==> config.mk <==
export PLATFORM = sky130hd
export DESIGN_NAME = sam6883
export DESIGN_NICKNAME = d
export VERILOG_FILES = /design/src/rtl/sam6883.sv
export SDC_FILE = /design/constraint.sdc
export NUM_CORES = 1
export LEC_CHECK = 0
export CORE_MARGIN = 3
export CORE_UTILIZATION = 51
export CTS_BUF_LIST = sky130_fd_sc_hd__clkbuf_4 sky130_fd_sc_hd__clkbuf_8
export DETAILED_ROUTE_END_ITERATION = 6
export HOLD_SLACK_MARGIN = 0.12
export PLACE_DENSITY = 0.89
export SETUP_SLACK_MARGIN = 0.15
export SLEW_MARGIN = 20
export SYNTH_ARGS = -nofsm -noshare
export SYNTH_HDL_FRONTEND = slang
export SYNTH_SLANG_ARGS = --single-unit
==> constraint.sdc <==
create_clock -name clk -period 5.35 [get_ports clk]
set_input_delay 1.07 -clock clk [delete_from_list [all_inputs] [get_ports clk]]
set_output_delay 1.07 -clock clk [all_outputs]
set_load 0.02 [all_outputs]
==> src/rtl/sam6883.sv <==
// SAM: E/Q clock generation, CPU address decode (S and Z), control register file at $FFC0-$FFDF,
// and the VDG display address counter.
module sam6883 #(
  parameter int unsigned ADDR_W  = 16,
  parameter int unsigned CLK_DIV = 16
) (
  input  logic              clk,
  input  logic              reset,
  input  logic [15:0]       a,
  input  logic              rw,
  output logic              e,
  output logic              q,
  output logic [2:0]        s,
  output logic [ADDR_W-1:0] z,
  input  logic              hs_n,
  input  logic              fs_n,
  input  logic              vid_step,
  output logic [ADDR_W-1:0] vaddr,
  output logic              ty
);

  localparam int unsigned PH_W = $clog2(CLK_DIV);
  typedef logic [PH_W-1:0] ph_t;

  localparam ph_t SlowLast = ph_t'(CLK_DIV - 1);
  localparam ph_t SlowQOn  = ph_t'(CLK_DIV / 4);
  localparam ph_t SlowQOff = ph_t'(3 * CLK_DIV / 4);
  localparam ph_t SlowEOn  = ph_t'(CLK_DIV / 2);
  localparam ph_t FastLast = ph_t'(CLK_DIV / 2 - 1);
  localparam ph_t FastQOn  = ph_t'(CLK_DIV / 8);
  localparam ph_t FastQOff = ph_t'(3 * CLK_DIV / 8);
  localparam ph_t FastEOn  = ph_t'(CLK_DIV / 4);

  // Control bits, index 0..15: V[2:0], F[6:0], P1, R[1:0], M[1:0], TY
  logic [15:0] regs;
  logic [2:0]  v;
  logic [6:0]  f;
  logic        p1;
  logic [1:0]  r;
  logic [1:0]  m;

  assign v  = regs[2:0];
  assign f  = regs[9:3];
  assign p1 = regs[10];
  assign r  = regs[12:11];
  assign m  = regs[14:13];
  assign ty = regs[15];

  always_comb begin
    s = 3'd7;
    if (a[15:8] == 8'hFF) begin
      unique case (a[7:5])
        3'd0:    s = 3'd4;
        3'd1:    s = 3'd5;
        3'd2:    s = 3'd6;
        default: s = (a[7:4] == 4'hF) ? 3'd2 : 3'd7;
      endcase
    end else if (ty || !a[15]) begin
      s = 3'd0;
    end else begin
      unique case (a[14:13])
        2'b00:   s = 3'd1;
        2'b01:   s = 3'd2;
        default: s = 3'd3;
      endcase
    end
  end

  logic [15:0] z_full;
  logic [15:0] z_mask;
  logic [15:0] z_masked;

  always_comb begin
    if (a[15:4] == 12'hFFF) begin
      z_full = {4'b1011, a[11:0]};  // vectors fetched from the top of ROM space
    end else if (ty) begin
      z_full = a;
    end else begin
      z_full = {p1, a[14:0]};
    end
    unique case (m)
      2'b00:   z_mask = 16'h0FFF;
      2'b01:   z_mask = 16'h3FFF;
      default: z_mask = 16'hFFFF;
    endcase
  end

  assign z_masked = z_full & z_mask;
  assign z        = z_masked[ADDR_W-1:0];

  // Phase counter; slow selects N = CLK_DIV, else CLK_DIV/2
  ph_t  ph;
  ph_t  ph_nxt;
  ph_t  last_ph;
  ph_t  q_on;
  ph_t  q_off;
  ph_t  e_on;
  logic slow;
  logic cyc_end;
  logic fast_req;
  logic reg_wr;

  assign last_ph  = slow ? SlowLast : FastLast;
  assign q_on     = slow ? SlowQOn  : FastQOn;
  assign q_off    = slow ? SlowQOff : FastQOff;
  assign e_on     = slow ? SlowEOn  : FastEOn;
  assign cyc_end  = (ph == last_ph);
  assign ph_nxt   = cyc_end ? '0 : ph + 1'b1;
  assign fast_req = r[1] | (r[0] & (s == 3'd1 || s == 3'd2 || s == 3'd3));
  assign reg_wr   = cyc_end && !rw && (a[15:5] == 11'h7FE);

  always_ff @(posedge clk or negedge reset) begin
    if (!reset) begin
      ph   <= '0;
      slow <= 1'b1;
      e    <= 1'b0;
      q    <= 1'b0;
      regs <= '0;
    end else begin
      ph <= ph_nxt;
      e  <= !cyc_end && (ph_nxt >= e_on);
      q  <= !cyc_end && (ph_nxt >= q_on) && (ph_nxt < q_off);
      if (cyc_end) slow <= !fast_req;
      if (reg_wr) regs[a[4:1]] <= a[0];
    end
  end

  // Video address counter
  function automatic logic row16(input logic [2:0] vm);
    return vm[0] && (vm != 3'd7);
  endfunction

  function automatic logic [3:0] last_line(input logic [2:0] vm);
    case (vm)
      3'd0:        return 4'd11;
      3'd1, 3'd2:  return 4'd2;
      3'd3, 3'd4:  return 4'd1;
      default:     return 4'd0;
    endcase
  endfunction

  logic              fs_r;
  logic              hs_r;
  logic              fs_fall;
  logic              hs_fall;
  logic [2:0]        v_act;
  logic [ADDR_W-1:0] row_base;
  logic [4:0]        col;
  logic [4:0]        col_inc;
  logic [4:0]        col_wrap;
  logic [3:0]        line_cnt;
  logic [15:0]       fs_base;
  logic [ADDR_W-1:0] row_step;

  assign fs_base  = {f, 9'b0};
  assign row_step = row16(v) ? ADDR_W'(16) : ADDR_W'(32);
  assign col_inc  = col + 5'd1;
  assign col_wrap = row16(v_act) ? {1'b0, col_inc[3:0]} : col_inc;
  assign vaddr    = row_base + ADDR_W'(col);

  always_ff @(posedge clk or negedge reset) begin
    if (!reset) begin
      fs_r     <= 1'b1;
      hs_r     <= 1'b1;
      fs_fall  <= 1'b0;
      hs_fall  <= 1'b0;
      v_act    <= '0;
      row_base <= '0;
      col      <= '0;
      line_cnt <= '0;
    end else begin
      fs_r    <= fs_n;
      hs_r    <= hs_n;
      fs_fall <= fs_r & ~fs_n;
      hs_fall <= hs_r & ~hs_n;
      if (fs_fall) begin
        row_base <= fs_base[ADDR_W-1:0];
        col      <= '0;
        line_cnt <= '0;
        v_act    <= v;
      end else if (hs_fall) begin
        col   <= '0;
        v_act <= v;
        // >= so a mode switch with a stale larger count still wraps
        if (line_cnt >= last_line(v)) begin
          line_cnt <= '0;
          row_base <= row_base + row_step;
        end else begin
          line_cnt <= line_cnt + 4'd1;
        end
      end else if (vid_step) begin
        col <= col_wrap;
      end
    end
  end

endmodule

After elaboration in Yosys (flattened, before gate mapping) --
Cells that the tools add are included.
Cells by class: multiplexer cells 32, div/mod/pow operators 0, equality and inequality tests 18, $lt $le $gt $ge 6, multiply operators 0, shifts and indexed selects 0, add/sub/neg operators 5, bitwise gates (word level) 7, reduce and logical (&&, ||, !) cells 25
Operators with widths (number):
- $mux W16 | 5
- $mux W4 | 9
- $pmux W16 S2 | 1
- $mux W5 | 4
- $add A16 B5 Y16 | 1
- $add A16 B6 Y16 | 1
- $and A16 B16 Y16 | 1
- $bwmux W16 | 1
- $eq A3 B2 Y1 const B | 5
- $mux W3 | 5
- $eq A12 B12 Y1 const B | 1
- $pmux W4 S3 | 1
- $eq A11 B11 Y1 const B | 1
- $eq A3 B1 Y1 const B | 3
- $pmux W3 S3 | 1
- $add A4 B1 Y4 const B | 2
- $eq A8 B8 Y1 const B | 1
- $ge A4 B4 Y1 | 2
- $logic_and A1 B1 Y1 | 8
- $logic_not A3 Y1 | 2
- $mux W6 | 1
- $ne A3 B3 Y1 const B | 2
- $add A5 B1 Y5 const B | 1
- $lt A4 B5 Y1 const B | 1
- other kinds (21) | 33
Word-level totals: register bits 55, RAM bits 0, memory bits (read-only) 0, memories 0, input bits 22, word-level logic and storage cells 106, latch bits 0, output and inout bits 38

Logic depth before layout (Yosys ltp) --
Gate-level depths: netlist (run 1).
word-level depth 10, gate-level depth with buffers 10

Worst setup path before layout (run 1) --
No wires, ideal clock.
path type input to output, start point in a[15], end point out z[15], data arrival time 2.172 ns, slack 2.108 ns, buffers on the path 1, stages 5, cells stage by stage and4_1 -> and2_0 -> clkbuf_1 -> nand2_1 -> a21boi_0
On the way: longest elaborated chain between the ends 3
Ends and longest elaborated chain:
- from (decl) | RTL line 9 | input logic [15:0] a,
- $eq A12 B12 Y1 / $mux W16 (equally long branches) | RTL line 74, 76
- $mux W16 (*) | RTL line 74 | if (a[15:4] == 12'hFFF) begin
- $and A16 B16 Y16 (*) | RTL line 88 | assign z_masked = z_full & z_mask;
- to (decl) | RTL line 14 | output logic [ADDR_W-1:0] z,
Every way passes the cells marked *; elsewhere a longest branch is shown, timed or not.

Worst setup path after layout (run 1) --
start point in a[13], end point out s[1]
On the way: longest elaborated chain between the ends 4
Ends and longest elaborated chain:
- $eq A2 B1 Y1 / $logic_not A2 Y1 (equally long branches) | RTL line 61 | unique case (a[14:13])
- $pmux W2 S2 | RTL line 61
- $mux W2 | RTL line 58 | end else if (ty || !a[15]) begin
- $mux W3 (*) | RTL line 51 | if (a[15:8] == 8'hFF) begin
- to (decl) | RTL line 13 | output logic [2:0] s,
Marked as above.

==> impl_metrics.ini, run 1 <==
[outcome]
outcome = complete, no violations

[global_route]
grt_pass1_vias = 2433
grt_max_degree = 52
grt_pass1_wl_um = 10800
antenna_found_initial = 0
grtUsageTotal_pct = 18.2
grt_overflow = 0

[cells_and_area]
antennaDiodeCount = 0
fillers = 479
mostFrequentLayoutCell = clkdlybuf4s50_1
num-nets-final = 399
area.growth.synth_to_final_pct = 20.3
mostFrequentLayoutCells = clkdlybuf4s50_1 (58), dfrtp_1 (48), nand2_1 (44), nor2_1 (26), xnor2_1 (15)
layout-drive-gt1-share_pct = 10.2

[timing]
finClkSkew_ps = 3.84
min_period_over_period_pct = 77.4
finalSetupViolations = 0
drv_slew = 0
period_needed_ps = 4140
worstMarginPinSlew_ps = 816
fin_tns_setup_ps = 0
fmax_mhz = 242
hold_violations = 0
worst_hold_slack_ps = 441
slew_headroom_pct = 45.6
rsz0062_at_grt = no

[cts]
insertion_delay_ps = 300
cts.clk_slew.worst_paths_ps = 90
cts_buffers = 5
cts_buffer_depth = 2
post_cts_resized = 0
cts_sinks = 51
cts_tree = yes
clockRootBuffer = clkbuf_8
cts_setup_buffers = 0
h-tree-depth = 2
cts_hold_repair.buffers = 0

[synth]
synth_top_area_share_pct = 38.5
yosysWarningCount = 0
synth_top_family_by_area = simple AND/OR/NAND/NOR gates
synth_edf_count = 0
synthCells = 322
synth_seq_cells = 51
seq_area_frac_synth_pct = 41.0
synth-async-reset-ratio_pct = 100
synthTopCellsByArea = dfrtp_1 (38%), ha_1 (5.6%), nand2_1 (5.3%)
syn-num-nets = 359
synthAdderAreaFrac_pct = 6.26
yosys.area_share.xor_xnor_pct = 7.30
syn_area_sq_um = 3120
ys_types = 50
synth_mux_area_share_pct = 8.34
synth_top_area_cell = dfrtp_1
synth.avg_cell_area_sq_um = 9.69
synth_compound_area_share_pct = 7.46
synth-simple-area-share_pct = 23.3
synth_flop_cell = dfrtp_1

[critical_path]
r2r_cells = 6
worst-path-max-fanout = 5
cp_common_cell = clkdlybuf4s50_1
max_stage_delay_ps = 540
start_kind = input port
critical_path_arrival_ps = 3070
cp.depth = 6
crit_type = in2out
critPathCaptureType = output pin
critical_path.top_delay_family = buffers and inverters
crit_buf_inv = 3
cp.required_ps = 4280
slowest_stage = clkdlybuf4s50_1
cp_cell_sequence = clkdlybuf4s50_1, and4_1, and2_0, mux2i_1, inv_1, clkdlybuf4s50_1

[drt]
wl_per_cell_um = 14.5
drtIter0Drc = 120
drc_errors = 0
drtAntennaViolNets = 0
first_pass_iters = 4
vias = 2426
vias_per_cell = 5.58
drt_wl_total_um = 6300

[placement]
port_buffers = 59
dp_hpwl_um = 4790
gp_congestion = 0.911

[floorplan]
initial_utilization_pct = 54.7
die-area_sq_um = 7090
die_h_um = 84.2
die_w_um = 84.2
ios = 60
core_sq_um = 5710
rows = 27

[power_and_ir_drop]
ir_drop_v = 0.000145
p_per_area_nw_per_um2 = 208
p_leak_nw = 1.68

[job]
cap_violations = 0

[hold_path]
hold_path_depth = 1
hold_path_class = reg2reg
[path summary, 6_finish.rpt]
check                                      from                        to  slack (ps)
max in group asynchronous                 reset   line_cnt[0]$_DFFE_PN0P_        4060
min in group asynchronous                 reset   row_base[6]$_DFFE_PN0P_         870
min reg2reg                regs[12]$_DFFE_PN0P_          slow$_DFFE_PN1N_         440
max                                       a[13]                      s[1]        1210
max reg2reg                 regs[2]$_DFFE_PN0P_  row_base[12]$_DFFE_PN0P_        2950
min                        regs[12]$_DFFE_PN0P_          slow$_DFFE_PN1N_         440
[layout make-up]
cell class,count,area [sq um],area share [%]
Multi-Input combinational cell,233,1640,43.8
Tap cell,72,90.1,2.40
Sequential cell,51,1280,34.1
Clock buffer,8,104,2.77
Timing Repair Buffer,61,601,16.0
Inverter,10,37.5,1.00
[flip-flops by register name, summed over array words and instances (netlist names)]
signal,count
v_act,3
regs,16
e,1
fs_fall,1
hs_fall,1
ph,4
col,5
hs_r,1
line_cnt,4
row_base,12
fs_r,1
slow,1
q,1
[cells in the mapped netlist (2+ instances only)]
cell type / count
mux2_2: 9
mux2_4: 5
ha_1: 14
nor2b_1: 7
xor2_1: 11
clkbuf_1: 11
nor4_4: 2
a22oi_1: 2
a221o_1: 2
nand2b_1: 4
inv_1: 10
buf_4: 14
a21boi_0: 2
xnor2_1: 15
nand2_1: 44
and3_1: 3
mux2i_1: 5
nand4_1: 7
or2_2: 2
nor3_1: 9
nand3_1: 6
o21ai_0: 8
and2_1: 2
a211oi_1: 2
a21o_1: 2
nor2_1: 26
a211o_1: 2
o21a_1: 2
dfstp_2: 3
a21oi_1: 6
nor4_1: 7
mux2_1: 3
and4_1: 4
nor3b_1: 4
nand3_2: 3
buf_2: 3
dfrtp_1: 48
[through the flow]
step                std cells  setup WS [ps]  area, sq um  utilization [%]  power (mW)
finish                    435           1210         3750             65.8       0.781
global route              435           1060         3750             65.8       0.819
CTS                       435           1200         3750             65.8       0.790
detailed placement        427           1220         3650             63.9       0.542
global placement          427           1280         3650             63.9       0.538
floorplan                 322           2110         3120                -       0.485
[power by group]
part | leakage (nW) | total (mW) | internal [mW] | switching [mW]
clock network | 0.0549 | 0.247 | 0.123 | 0.124
logic | 0.946 | 0.121 | 0.0568 | 0.0643
registers | 0.681 | 0.413 | 0.399 | 0.0141
[per-layer routing]
layer / share of wire (%) / track usage, % / vias up
li1: - / - / 1186
met1: 44 / 22.3 / 1160
met2: 48 / 31.9 / 71
met3: 6.3 / 4.51 / 9
met4: 1.3 / 5.26 / 0
met5: 0 / 0 / -
[cells by family (layout without fill, tap and decap cells)]
family                   count (synthesis)  in the layout
AO/OA/AOI/OAI                           34             34
XOR/XNOR                                26             26
adder cells (fa/ha/maj)                 15             15
buffers and inverters                   38             79
flip-flops                              51             51
multiplexers                            22             22
AND/OR/NAND/NOR                        136            136
No activity file was read; power rests on OpenSTA's default activity.
==> run 2, diff against run 1 <==
- CORE_UTILIZATION: 51 -> 49
- clock period: 5.35 -> 3.35 ns (I/O delays scaled with it)
==> run 2 against run 1 <==
Routed wire length decreased by 3.6%. First-iteration DRC count increased by 18%. Count of clock-buffer cells in the layout decreased by 3. Non-clock buffer count increased by 5. Design area increased by 0.70%. Clock power increased by 41%. Final cell count increased by 1.8%. Die area increased by 3.8%. Hold slack got worse by 50 ps. Critical endpoint is now z[14]. Sequential share of layout area decreased by 0.24 points.
==> impl_metrics.ini, run 2 (same netlist as run 1, synthesis figures left out) <==
[cts]
cts.clk_slew.worst_paths_ps = 90
cts_buffers = 5
clockRootBuffer = clkbuf_8
h-tree-depth = 2
cts_buffer_depth = 2
cts_tree = yes
cts_hold_repair.buffers = 0
cts_sinks = 51
insertion_delay_ps = 300

[critical_path]
slowest_stage = clkdlybuf4s50_1
cp_common_cell = clkdlybuf4s50_1
worst-path-max-fanout = 5
critical_path_arrival_ps = 2470
critPathCaptureType = output pin
start_kind = input port
cp.required_ps = 2680
crit_type = in2out
max_stage_delay_ps = 540
cp_cell_sequence = clkdlybuf4s50_1, and4_2, and2_1, nand2_1, and3_1, clkdlybuf4s50_1
crit_buf_inv = 2
critical_path.top_delay_family = buffers and inverters

[hold_path]
hold_path_class = in2async

[timing]
fmax_mhz = 319
finClkSkew_ps = 11.0
drv_slew = 0
min_period_over_period_pct = 93.7
finalSetupViolations = 0
worstMarginPinSlew_ps = 765
period_needed_ps = 3140
slew_headroom_pct = 49.0
hold_violations = 0
rsz0062_at_grt = no
fin_tns_setup_ps = 0

[cells_and_area]
mostFrequentLayoutCells = clkdlybuf4s50_1 (55), dfrtp_1 (48), nand2_1 (44), nor2_1 (26), xnor2_1 (15)
largest_reg_flops = 16
antennaDiodeCount = 0
area.growth.synth_to_final_pct = 21.2
largestRegisters = regs x16, row_base x12, col x5
layout-drive-gt1-share_pct = 11.4
regMostFlops = regs
num-nets-final = 404
mostFrequentLayoutCell = clkdlybuf4s50_1
fin_area_sq_um = 3780

[drt]
highest_layer = met4
drt_wl_total_um = 6080
wl_met3_um = 363
vias_per_cell = 5.42
drtIter0Drc = 141
first_pass_iters = 4
vias = 2400
drc_errors = 0
m1WireLength_um = 2740
wl_per_cell_um = 13.7
drtAntennaViolNets = 0
dr_wl_met2_um = 2920

[floorplan]
ios = 60
die_w_um = 85.8
rows = 28
die-area_sq_um = 7360
die_h_um = 85.8
initial_utilization_pct = 51.5
core_sq_um = 6060

[placement]
gp_congestion = 0.821
dp_hpwl_um = 4740
port_buffers = 59
place_area_sq_um = 3690

[global_route]
grt_pass1_wl_um = 10500
antenna_found_initial = 0
grtUsageTotal_pct = 17.2
grt_pass1_vias = 2338
grt_max_degree = 30
grt_overflow = 0

[outcome]
outcome = complete, no violations

[power_and_ir_drop]
p_leak_nw = 1.71
p_per_area_nw_per_um2 = 318
ir_drop_v = 0.000181

[job]
cap_violations = 0
[run 2: cell count changes in the layout (fill, tap and decap cells not counted), sizes merged]
| cell | change |
|---|---|
| buf | +5 |
| clkbuf | -3 |
| clkdlybuf4s50 | -3 |
| clkinvlp | +2 |
| dlygate4sd2 | +2 |
| clkinv | +1 |
| dlymetal6s2s | +1 |
[run 2: final cells by class]
type                       count  area (sq um)
tap                           75          93.8
sequential                    51          1280
clock inverter                 3          20.0
inverter                      10          37.5
clock buffer                   5          68.8
timing repair buffer          66           638
multi-input combinational    233          1640
fill                         475          2280
[run 2: final timing paths]
check | end | start | slack (ps) | depth (start not counted)
hold / removal | row_base[5]$_DFFE_PN0P_ | reset | 390 | 1
max in group asynchronous | slow$_DFFE_PN1N_ | reset | 2170 | 2
min in group clk | slow$_DFFE_PN1N_ | regs[12]$_DFFE_PN0P_ | 400 | 1
setup / recovery | z[14] | a[10] | 210 | 6
hold reg to reg | slow$_DFFE_PN1N_ | regs[12]$_DFFE_PN0P_ | 400 | 1
setup reg to reg | row_base[14]$_DFFE_PN0P_ | regs[1]$_DFFE_PN0P_ | 950 | 10
[run 2: layer usage]
metal	vias up	track usage, %
li1	1192	-
met1	1129	22.9
met2	72	29.0
met3	7	3.84
met4	0	3.31
met5	-	0
[run 2: power by group]
part | total [mW] | leakage (nW) | internal (mW) | switching, mW
clock network | 0.348 | 0.0402 | 0.146 | 0.202
logic | 0.195 | 0.990 | 0.0928 | 0.103
registers | 0.658 | 0.681 | 0.636 | 0.0213
[run 2: repair_timing]
action / in CTS / in global routing
endpoints found under the setup margin: 4 / 1
buffers inserted: 0 / 0
pin swaps: 0 / 0
resized for setup: 3 / 1
[run 2: stage by stage]
step / setup WS [ps] / util (%) / hold WS, ps / cells / power [mW]
detailed placement: 49.6 / 60.9 / 400 / 435 / 0.867
floorplan: 908 / - / 374 / 322 / 0.774
CTS: 183 / 62.3 / 409 / 443 / 1.21
global route: 158 / 62.4 / 429 / 443 / 1.26
finish: 212 / 62.4 / 391 / 443 / 1.20
global placement: 142 / 60.9 / 403 / 435 / 0.861
